## config.mk

```make
export PLATFORM = sky130hd
export DESIGN_NAME = flex_counter_ud
export DESIGN_NICKNAME = d
export VERILOG_FILES = /design/src/rtl/flex_counter_ud.sv
export SDC_FILE = /design/constraint.sdc
export NUM_CORES = 1
export LEC_CHECK = 0
export ABC_AREA = 1
export BUFFER_PORTS_ARGS = -buffer_cell sky130_fd_sc_hd__buf_2
export CORE_MARGIN = 2
export CORE_UTILIZATION = 54
export DETAILED_ROUTE_END_ITERATION = 7
export HOLD_SLACK_MARGIN = 0.15
export PLACE_DENSITY = 0.88
export SLEW_MARGIN = 20
export SYNTH_ARGS = -nofsm -noshare
export SYNTH_HDL_FRONTEND = slang
export SYNTH_SLANG_ARGS = --single-unit
```

## constraint.sdc

```tcl
create_clock -name clk -period 2.27 [get_ports clk]
set_input_delay 0.227 -clock clk [delete_from_list [all_inputs] [get_ports clk]]
set_output_delay 0.227 -clock clk [all_outputs]
set_load 0.05 [all_outputs]
```

## src/rtl/flex_counter_ud.sv

```systemverilog
// Parametrised up/down counter with load, wrap-or-saturate terminal behaviour,
// a one-cycle wrap strobe and a saturating count of wrap events.
module flex_counter_ud #(
  parameter int NUM_CNT_BITS  = 4,
  parameter int NUM_WRAP_BITS = 8
) (
  input  logic                     clk,
  input  logic                     rst,
  input  logic                     clear,
  input  logic                     load,
  input  logic [NUM_CNT_BITS-1:0]  load_val,
  input  logic                     count_enable,
  input  logic                     count_up,
  input  logic                     saturate,
  input  logic [NUM_CNT_BITS-1:0]  rollover_val,
  output logic [NUM_CNT_BITS-1:0]  count_out,
  output logic                     rollover_flag,
  output logic                     rollover_pulse,
  output logic [NUM_WRAP_BITS-1:0] wrap_count
);

  localparam logic [NUM_CNT_BITS-1:0]  CNT_ZERO  = '0;
  localparam logic [NUM_CNT_BITS-1:0]  CNT_ONE   = {{(NUM_CNT_BITS-1){1'b0}}, 1'b1};
  localparam logic [NUM_WRAP_BITS-1:0] WRAP_ONE  = {{(NUM_WRAP_BITS-1){1'b0}}, 1'b1};
  localparam logic [NUM_WRAP_BITS-1:0] WRAP_FULL = '1;

  logic [NUM_CNT_BITS-1:0]  count_q, count_d;
  logic                     flag_q, flag_d;
  logic                     pulse_q, pulse_d;
  logic [NUM_WRAP_BITS-1:0] wrap_q, wrap_d;
  logic                     wrap_event;

  always_comb begin
    count_d    = count_q;
    wrap_d     = wrap_q;
    wrap_event = 1'b0;

    if (clear) begin
      count_d = CNT_ZERO;
      wrap_d  = '0;
    end else if (load) begin
      count_d = load_val;
    end else if (count_enable && (rollover_val != CNT_ZERO)) begin
      if (count_up) begin
        // Loaded values above the limit are treated as already at the limit.
        if (count_q < rollover_val) begin
          count_d = count_q + CNT_ONE;
        end else if (saturate) begin
          count_d = rollover_val;
        end else begin
          count_d    = CNT_ONE;
          wrap_event = 1'b1;
        end
      end else begin
        if (count_q > CNT_ONE) begin
          count_d = count_q - CNT_ONE;
        end else if (!saturate) begin
          count_d    = rollover_val;
          wrap_event = 1'b1;
        end
      end
    end

    if (wrap_event && (wrap_q != WRAP_FULL)) begin
      wrap_d = wrap_q + WRAP_ONE;
    end

    pulse_d = wrap_event;
    // Flag is derived from the next count so it always lines up with count_out.
    flag_d  = (rollover_val != CNT_ZERO) && (count_d == rollover_val);
  end

  always_ff @(posedge clk or posedge rst) begin
    if (rst) begin
      count_q <= '0;
      flag_q  <= 1'b0;
      pulse_q <= 1'b0;
      wrap_q  <= '0;
    end else begin
      count_q <= count_d;
      flag_q  <= flag_d;
      pulse_q <= pulse_d;
      wrap_q  <= wrap_d;
    end
  end

  assign count_out      = count_q;
  assign rollover_flag  = flag_q;
  assign rollover_pulse = pulse_q;
  assign wrap_count     = wrap_q;

endmodule
```

==> qor.yml, run 1 <==
floorplanning:
  die_x_um: 52.71
  start_util_pct: 57.37
  io_pins: 29
  die-height_um: 52.71
  dieArea_um2: 2778
  rows: 17
  core_region_area_um2: 2233
global_routing:
  grt_pass1_wl_um: 5230
  antenna_found_initial: 0
  grt_max_degree: 15
  grt-ovfl-total: 0
  grt_pass1_vias: 1205
  grt_usage_pct: 25.47
cells_and_area:
  nFillCells: 199
  layout-drive-gt1-share_pct: 26.91
  multi_input_area_um2: 787.0
  finalNonFillerCells: 251
  syn_to_final_growth_pct: 16.11
  ff_latch_area_um2: 350.3
  diodes: 0
  fin_nets: 247
synthesis:
  syn_area_per_cell_um2: 6.708
  async_flop_share_pct: 100.0
  synth-main-ff-cell: "dfrtp_1"
  yosysSeqAreaShare_pct: 27.34
  post_synth_instance_area_um2: 1281
  yosysWarnings: 0
  syn_nets: 213
  synth-edff-count: 0
  ys_types: 29
  synthTopCellsByArea: "dfrtp_1 (27%), nand2_1 (14%), inv_1 (7.9%)"
  ys_top_cells_by_count: "nand2_1 (48), inv_1 (27), nand3_1 (18)"
  synth_seq_cells: 14
  yosys.area.top_type_share_pct: 27.34
  yosysMostFrequentCell: "nand2_1"
  synth_area_leader_cell: "dfrtp_1"
  netlist_instances: 191
cts:
  clockBufferDepth: 2
  cts.sinks: 14
  cts_resized: 0
  cts_buffers: 3
  htree_levels: 1
  cts_tree: "built"
  clkLatencyLatePin_ps: 270
  cts-root-buf: "clkbuf_4"
  cts.reportedPaths.clkPinSlew_ps: 70
status:
  status: "finished, final reports clean"
timing:
  period_share_pct: 88.90
  whs_ps: 278.5
  period_minus_slack_ps: 2018
  relSlewSlack_pct: 63.57
  setup_tns_ps: 0
  setup_viol: 0
  rsz0062_at_grt: "false"
  max_slew.worst_pin.slew_ps: 545.8
  slew_viol_final: 0
  fmax_mhz: 495.5
  finalHoldViolations: 0
  finalClockSkew_ps: 0.7759
drt:
  vias: 1297
  wl_um: 3003
  post_drt_wl_per_cell_um: 11.96
  avgViaCountPerCell: 5.167
  first_iter_violations: 47
  drc_errors: 0
  first_pass_iters: 4
  ant_nets: 0
place:
  routabilityCongestion: 0.9169
  post-dp-hpwl_um: 2391
  portBuffers: 28
  placedCellCount: 247
critical_path:
  setup.worst_path.end_class: "flip-flop"
  worstSetupStartpointType: "flip-flop"
  worstPathArrival_ps: 2190
  required_ps: 2440
  path_class: "reg2reg"
  crit_fanout: 9
run:
  cap_violations: 0
power:
  powerDensity_nw_per_um2: 436.4
  ir_drop_uv: 354.2
  p_leak_nw: 0.8644
min_path:
  hold_class: "in2reg"
[final cells by class]
type,count,area share (%)
Multi-Input combinational cell,141,52.90
Sequential cell,14,23.55
Timing Repair Buffer,31,11.10
Inverter,34,8.579
Tap cell,28,2.355
Clock buffer,3,1.514
[report_power, final]
group / internal (mW) / switching (mW)
clock: 0.0614 / 0.0727
combinational: 0.0814 / 0.165
sequential: 0.257 / 0.0115
total: 0.400 / 0.249
[worst max-delay path: stages (launching register included)]
cell	delay [ps]
dfrtp_1	530
inv_2	120
ha_1	260
o21ai_2	200
inv_1	100
nand2_1	60
nand2_1	40
a21oi_1	150
nand2_1	70
nand2_1	90
nand3_1	70
nand2_1	70
clkinv_1	60
nand2_2	60
nor2_2	30
[cell families after synthesis]
family / after synthesis / synth area share [%]
buffers and inverters: 36 / 11.23
flip-flops: 14 / 27.34
XOR/XNOR: 3 / 2.051
adder cells (fa/ha/maj): 7 / 6.836
AO/OA/AOI/OAI: 25 / 13.18
AND/OR/NAND/NOR: 106 / 39.36
[layout by cell type, fill, tap and decap left out, types with 2 or more instances in the layout]
| master | Yosys | layout |
|---|---|---|
| o21ai_0 | 5 | 5 |
| xor2_1 | 3 | 3 |
| dfrtp_1 | 14 | 14 |
| a21oi_1 | 9 | 9 |
| nor2_2 | 4 | 4 |
| nand2_2 | 10 | 10 |
| ha_1 | 7 | 7 |
| nor2_1 | 14 | 14 |
| nand3_1 | 18 | 18 |
| nand4_1 | 5 | 5 |
| nand2_4 | 3 | 3 |
| buf_2 | 1 | 28 |
| nand2_1 | 48 | 48 |
| inv_1 | 27 | 27 |
| clkbuf_4 | 0 | 3 |
| buf_4 | 0 | 2 |
| inv_2 | 6 | 6 |
| o21ai_1 | 3 | 3 |
| o22ai_1 | 2 | 2 |
[metrics by stage]
stage          area (um^2)  total power, mW  util, %  worst slack (ps)
4_1_cts               1488           0.6524    66.61             283.5
5_1_grt               1488           0.6956    66.61             66.50
3_3_place_gp          1455           0.5126    65.15             312.4
3_5_place_dp          1455           0.5151    65.15             300.4
2_1_floorplan         1281           0.4542        -             182.1
6_report              1488           0.6492    66.61             251.9
[registers in the layout, summed over array words and instances (netlist names)]
signal          count
count_out           4
rollover_flag       1
rollover_pulse      1
wrap_count          8
[repair_timing]
item / 4_1_cts / 5_1_grt
endpoints found under the hold margin: 14 / 0
setup buffers: 0 / 0
hold buffers: 1 / 0
[metal layers]
metal | wire (um) | share of wire, % | GRT usage, % | vias to the layer above
met3 | 178 | 5.9 | 4.286 | 6
met4 | 38 | 1.3 | 8.974 | 0
li1 | - | - | - | 678
met5 | 0 | 0 | 0 | -
met1 | 1472 | 49 | 37.92 | 560
met2 | 1314 | 44 | 36.67 | 53
[final timing paths]
check | startpoint | end | slack [ps] | cells past startpoint
hold / removal | clear | count_out[2] | 280 | 4
max in group asynchronous | rst | count_out[0] | 1370 | 3
setup reg to reg | count_out[0] | rollover_flag | 250 | 14
setup / recovery | count_out[0] | rollover_flag | 250 | 14
hold reg to reg | wrap_count[0] | wrap_count[0] | 530 | 1
min in group asynchronous | rst | rollover_pulse | 540 | 3
Power figures use the tool's default switching activity.
==> inputs of run 2 (changes only) <==
--- a/config.mk
+++ b/config.mk
@@ -8,10 +8,11 @@
 export ABC_AREA = 1
 export BUFFER_PORTS_ARGS = -buffer_cell sky130_fd_sc_hd__buf_2
 export CORE_MARGIN = 2
-export CORE_UTILIZATION = 54
+export CORE_UTILIZATION = 55
 export DETAILED_ROUTE_END_ITERATION = 7
+export GPL_ROUTABILITY_DRIVEN = 0
 export HOLD_SLACK_MARGIN = 0.15
-export PLACE_DENSITY = 0.88
+export PLACE_DENSITY = 0.89
 export SLEW_MARGIN = 20
 export SYNTH_ARGS = -nofsm -noshare
 export SYNTH_HDL_FRONTEND = slang
==> constraint.sdc (replaced) <==
create_clock -name clk -period 2.4 [get_ports clk]
set_input_delay 0.24 -clock clk [delete_from_list [all_inputs] [get_ports clk]]
set_output_delay 0.24 -clock clk [all_outputs]
set_load 0.05 [all_outputs]
==> qor.yml, run 2 (synthesized netlist as in run 1, its figures left out) <==
floorplanning:
  start_util_pct: 57.92
  core_region_area_um2: 2212
  die_x_um: 52.27
  dieArea_um2: 2732
  rows: 17
  die-height_um: 52.27
  io_pins: 29
timing:
  rsz0062_at_grt: "false"
  finalClockSkew_ps: 0.9876
  fmax_mhz: 485.9
  period_minus_slack_ps: 2058
  max_slew.worst_pin.slew_ps: 537.6
  period_share_pct: 85.75
  relSlewSlack_pct: 64.12
  setup_viol: 0
  finalHoldViolations: 0
  setup_slack_ps: 342.0
  whs_ps: 271.1
  slew_viol_final: 0
  setup_tns_ps: 0
run:
  cap_violations: 0
place:
  placed_area_um2: 1448
  portBuffers: 28
  placedCellCount: 246
  pre_cts_ws_ps: 405.7
  post-dp-hpwl_um: 2333
power:
  ir_drop_uv: 368.3
  p_leak_nw: 0.8665
  powerDensity_nw_per_um2: 440.9
  total_power_uw: 658.6
drt:
  avgViaCountPerCell: 5.382
  drc_errors: 0
  first_pass_iters: 5
  vias: 1351
  ant_nets: 0
  wl_um: 3043
  first_iter_violations: 75
  post_drt_wl_per_cell_um: 12.12
critical_path:
  r2r_setup_slack_ps: 340
  path_class: "reg2reg"
  r2r-end: "rollover_flag"
  worstPathArrival_ps: 2250
  r2r_start: "count_out[0]"
  reg2regPathDepth: 14
  setup.worst_path.end_class: "flip-flop"
  crit_fanout: 9
  worstSetupStartpointType: "flip-flop"
  critPathLaunch: "count_out[0]"
  required_ps: 2590
  cp-endpoint: "rollover_flag"
cells_and_area:
  fin_nets: 246
  ff_latch_area_um2: 350.3
  nFillCells: 200
  final_core_util_pct: 67.53
  multi_input_area_um2: 787.0
  syn_to_final_growth_pct: 16.60
  largest_register_ffs: 8
  diodes: 0
  layout-drive-gt1-share_pct: 26.91
  mostFrequentLayoutCells: "nand2_1 (48), buf_2 (28), inv_1 (27), nand3_1 (18)"
  final_common_cell: "nand2_1"
  fin_area_um2: 1494
  finalNonFillerCells: 251
status:
  status: "finished, final reports clean"
global_routing:
  grt_use_met1_pct: 37.59
  met3_usage_pct: 2.286
  grt_pass1_vias: 1233
  grt_pass1_wl_um: 5361
  gr-usage-met2_pct: 39.87
  grt-ovfl-total: 0
  antenna_found_initial: 0
  grt_max_degree: 15
  top_usage_layer: "met2"
  grt_usage_pct: 26.21
cts:
  cts_buffers: 3
  clockBufferDepth: 2
  cts-root-buf: "clkbuf_4"
  cts_resized: 0
  clkLatencyLatePin_ps: 280
  cts.reportedPaths.clkPinSlew_ps: 90
  cts_hold_buf: 1
  post_cts_buffers: 0
  cts_tree: "built"
  cts.sinks: 14
  htree_levels: 1
min_path:
  hold_class: "in2reg"
[run 2: final cells by class]
type	instances	area share, %
Clock buffer	4	2.429
Inverter	34	8.543
Multi-Input combinational cell	141	52.68
Sequential cell	14	23.45
Tap cell	28	2.345
Timing Repair Buffer	30	10.55
[run 2: worst max-delay path: stages (launching register included)]
cell and delay (ps):
dfrtp_1 550, inv_2 120, ha_1 260, o21ai_2 200, inv_1 100, nand2_1 70, nand2_1 50, a21oi_1 120
nand2_1 60, nand2_1 110, nand3_1 80, nand2_1 80, clkinv_1 70, nand2_2 60, nor2_2 40
[run 2: how the worst min path moves through the flow]
stage                     start        endpoint  slack (ps)  cells after the start
after detailed placement    rst  rollover_pulse         300                      2
after floorplan             rst    count_out[0]         130                      1
final                     clear    count_out[2]         270                      4
after global placement      rst   wrap_count[4]         300                      2
after CTS                 clear    count_out[2]         270                      4
after global routing      clear    count_out[2]         320                      4
[run 2: power breakdown]
group	internal, mW	switching [mW]
combinational	0.0750	0.152
clock	0.0924	0.0824
sequential	0.243	0.0134
[run 2: routing by layer]
metal / up-vias / share of wire (%) / wire length (um)
met5: - / 0 / 0
met4: 0 / 3.2 / 98
met3: 13 / 6.3 / 191
met2: 46 / 45 / 1355
met1: 608 / 46 / 1397
li1: 684 / - / -
==> inputs of run 3 (changes only) <==
--- a/config.mk
+++ b/config.mk
@@ -8,11 +8,11 @@
 export ABC_AREA = 1
 export BUFFER_PORTS_ARGS = -buffer_cell sky130_fd_sc_hd__buf_2
 export CORE_MARGIN = 2
-export CORE_UTILIZATION = 55
+export CORE_UTILIZATION = 40
 export DETAILED_ROUTE_END_ITERATION = 7
 export GPL_ROUTABILITY_DRIVEN = 0
 export HOLD_SLACK_MARGIN = 0.15
-export PLACE_DENSITY = 0.89
+export PLACE_DENSITY = 0.7
 export SLEW_MARGIN = 20
 export SYNTH_ARGS = -nofsm -noshare
 export SYNTH_HDL_FRONTEND = slang
==> qor.yml, run 3 (synthesized netlist as in run 1, its figures left out) <==
timing:
  finalHoldViolations: 0
  setup_tns_ps: 0
  max_slew.worst_pin.slew_ps: 523.8
  setup_viol: 0
  slew_viol_final: 0
  period_share_pct: 86.03
  rsz0062_at_grt: "false"
  period_minus_slack_ps: 2065
  relSlewSlack_pct: 65.04
  finalClockSkew_ps: 3.149
  fmax_mhz: 484.3
global_routing:
  grt_max_degree: 15
  grt_pass1_vias: 1193
  grt_pass1_wl_um: 5264
  grt-ovfl-total: 0
  antenna_found_initial: 0
  grt_usage_pct: 18.74
status:
  status: "finished, final reports clean"
drt:
  first_iter_violations: 48
  wl_um: 3079
  avgViaCountPerCell: 4.974
  vias: 1328
  ant_nets: 0
  first_pass_iters: 4
  drc_errors: 0
  post_drt_wl_per_cell_um: 11.53
cts:
  cts_tree: "built"
  cts_resized: 0
  htree_levels: 1
  clkLatencyLatePin_ps: 280
  cts_buffers: 3
  clockBufferDepth: 2
  cts.sinks: 14
  cts-root-buf: "clkbuf_4"
  post_cts_buffers: 0
  cts.reportedPaths.clkPinSlew_ps: 80
floorplanning:
  rows: 20
  die_x_um: 60.60
  core_region_area_um2: 3053
  die-height_um: 60.60
  start_util_pct: 41.97
  io_pins: 29
  dieArea_um2: 3672
cells_and_area:
  ff_latch_area_um2: 350.3
  fin_nets: 247
  nFillCells: 340
  largest_register_ffs: 8
  fin_area_um2: 1508
  final_common_cell: "nand2_1"
  mostFrequentLayoutCells: "nand2_1 (48), buf_2 (28), inv_1 (27), nand3_1 (18)"
  syn_to_final_growth_pct: 17.68
  layout-drive-gt1-share_pct: 26.91
  multi_input_area_um2: 787.0
  diodes: 0
  final_core_util_pct: 49.39
  finalNonFillerCells: 267
power:
  p_comb_share_pct: 37.2
  switching_share_pct: 38.61
  power_frac_seq_pct: 41.4
  switching_power_uw: 237.7
  internal-power_uw: 377.9
  p_leak_nw: 0.8644
  pwr-share-clk_pct: 21.4
  ir_drop_uv: 228.6
  powerDensity_nw_per_um2: 408.4
critical_path:
  crit_fanout: 9
  worstSetupStartpointType: "flip-flop"
  worstPathArrival_ps: 2240
  path_class: "reg2reg"
  required_ps: 2580
  setup.worst_path.end_class: "flip-flop"
min_path:
  hold_class: "in2reg"
place:
  placedCellCount: 263
  portBuffers: 28
  post-dp-hpwl_um: 2406
  placed_area_um2: 1475
run:
  cap_violations: 0
[run 3: cell type report]
type,instances,area share [%]
clock buffers,3,1.494
inverters,34,8.465
multi-input cells,141,52.20
flip-flops and latches,14,23.24
well taps,44,3.651
repair buffers,31,10.95
[run 3: power by group through the flow]
stage / logic [mW] / clock network, mW / registers, mW
6_report: 0.229 / 0.132 / 0.255
3_3_place_gp: 0.227 / 0 / 0.259
5_1_grt: 0.259 / 0.143 / 0.256
2_1_floorplan: 0.145 / 0 / 0.284
4_1_cts: 0.229 / 0.137 / 0.255
3_5_place_dp: 0.227 / 0 / 0.259
[run 3: through the flow]
stage | power (mW) | hold slack, ps | setup slack [ps]
after detailed placement | 0.4865 | 308.4 | 362.9
after global routing | 0.6576 | 298.2 | 107.9
after floorplan | 0.4296 | 129.2 | 312.1
after CTS | 0.6207 | 279.8 | 356.6
final | 0.6157 | 285.3 | 335.4
after global placement | 0.4863 | 300.5 | 387.2
[run 3: worst max-delay path, stage by stage (launching register included)]
cell,delay (ps)
dfrtp_1,560
inv_2,120
ha_1,260
o21ai_2,200
inv_1,100
nand2_1,70
nand2_1,40
a21oi_1,150
nand2_1,80
nand2_1,90
nand3_1,80
nand2_1,80
clkinv_1,60
nand2_2,50
nor2_2,30
[run 3: worst paths after layout]
| check | from | to | slack (ps) | cells after the start |
|---|---|---|---|---|
| min in group asynchronous | rst | rollover_pulse | 550 | 3 |
| worst max-delay path | count_out[0] | rollover_flag | 340 | 14 |
| worst max register to register | count_out[0] | rollover_flag | 340 | 14 |
| worst min register to register | wrap_count[0] | wrap_count[0] | 530 | 1 |
| worst min-delay path | clear | count_out[3] | 290 | 4 |
| max in group asynchronous | rst | count_out[2] | 1500 | 3 |
[run 3: routing by layer]
metal | track usage, % | vias to the layer above | wire (um)
li1 | - | 680 | -
met3 | 2.132 | 7 | 139
met4 | 6.522 | 0 | 55
met5 | 0 | - | 0
met2 | 28.26 | 38 | 1369
met1 | 27.78 | 603 | 1515
[run 3: what timing repair did]
action                     in CTS  in global routing
hold buffers                    1                  0
setup endpoints to repair       0                  0
hold endpoints to repair       14                  0
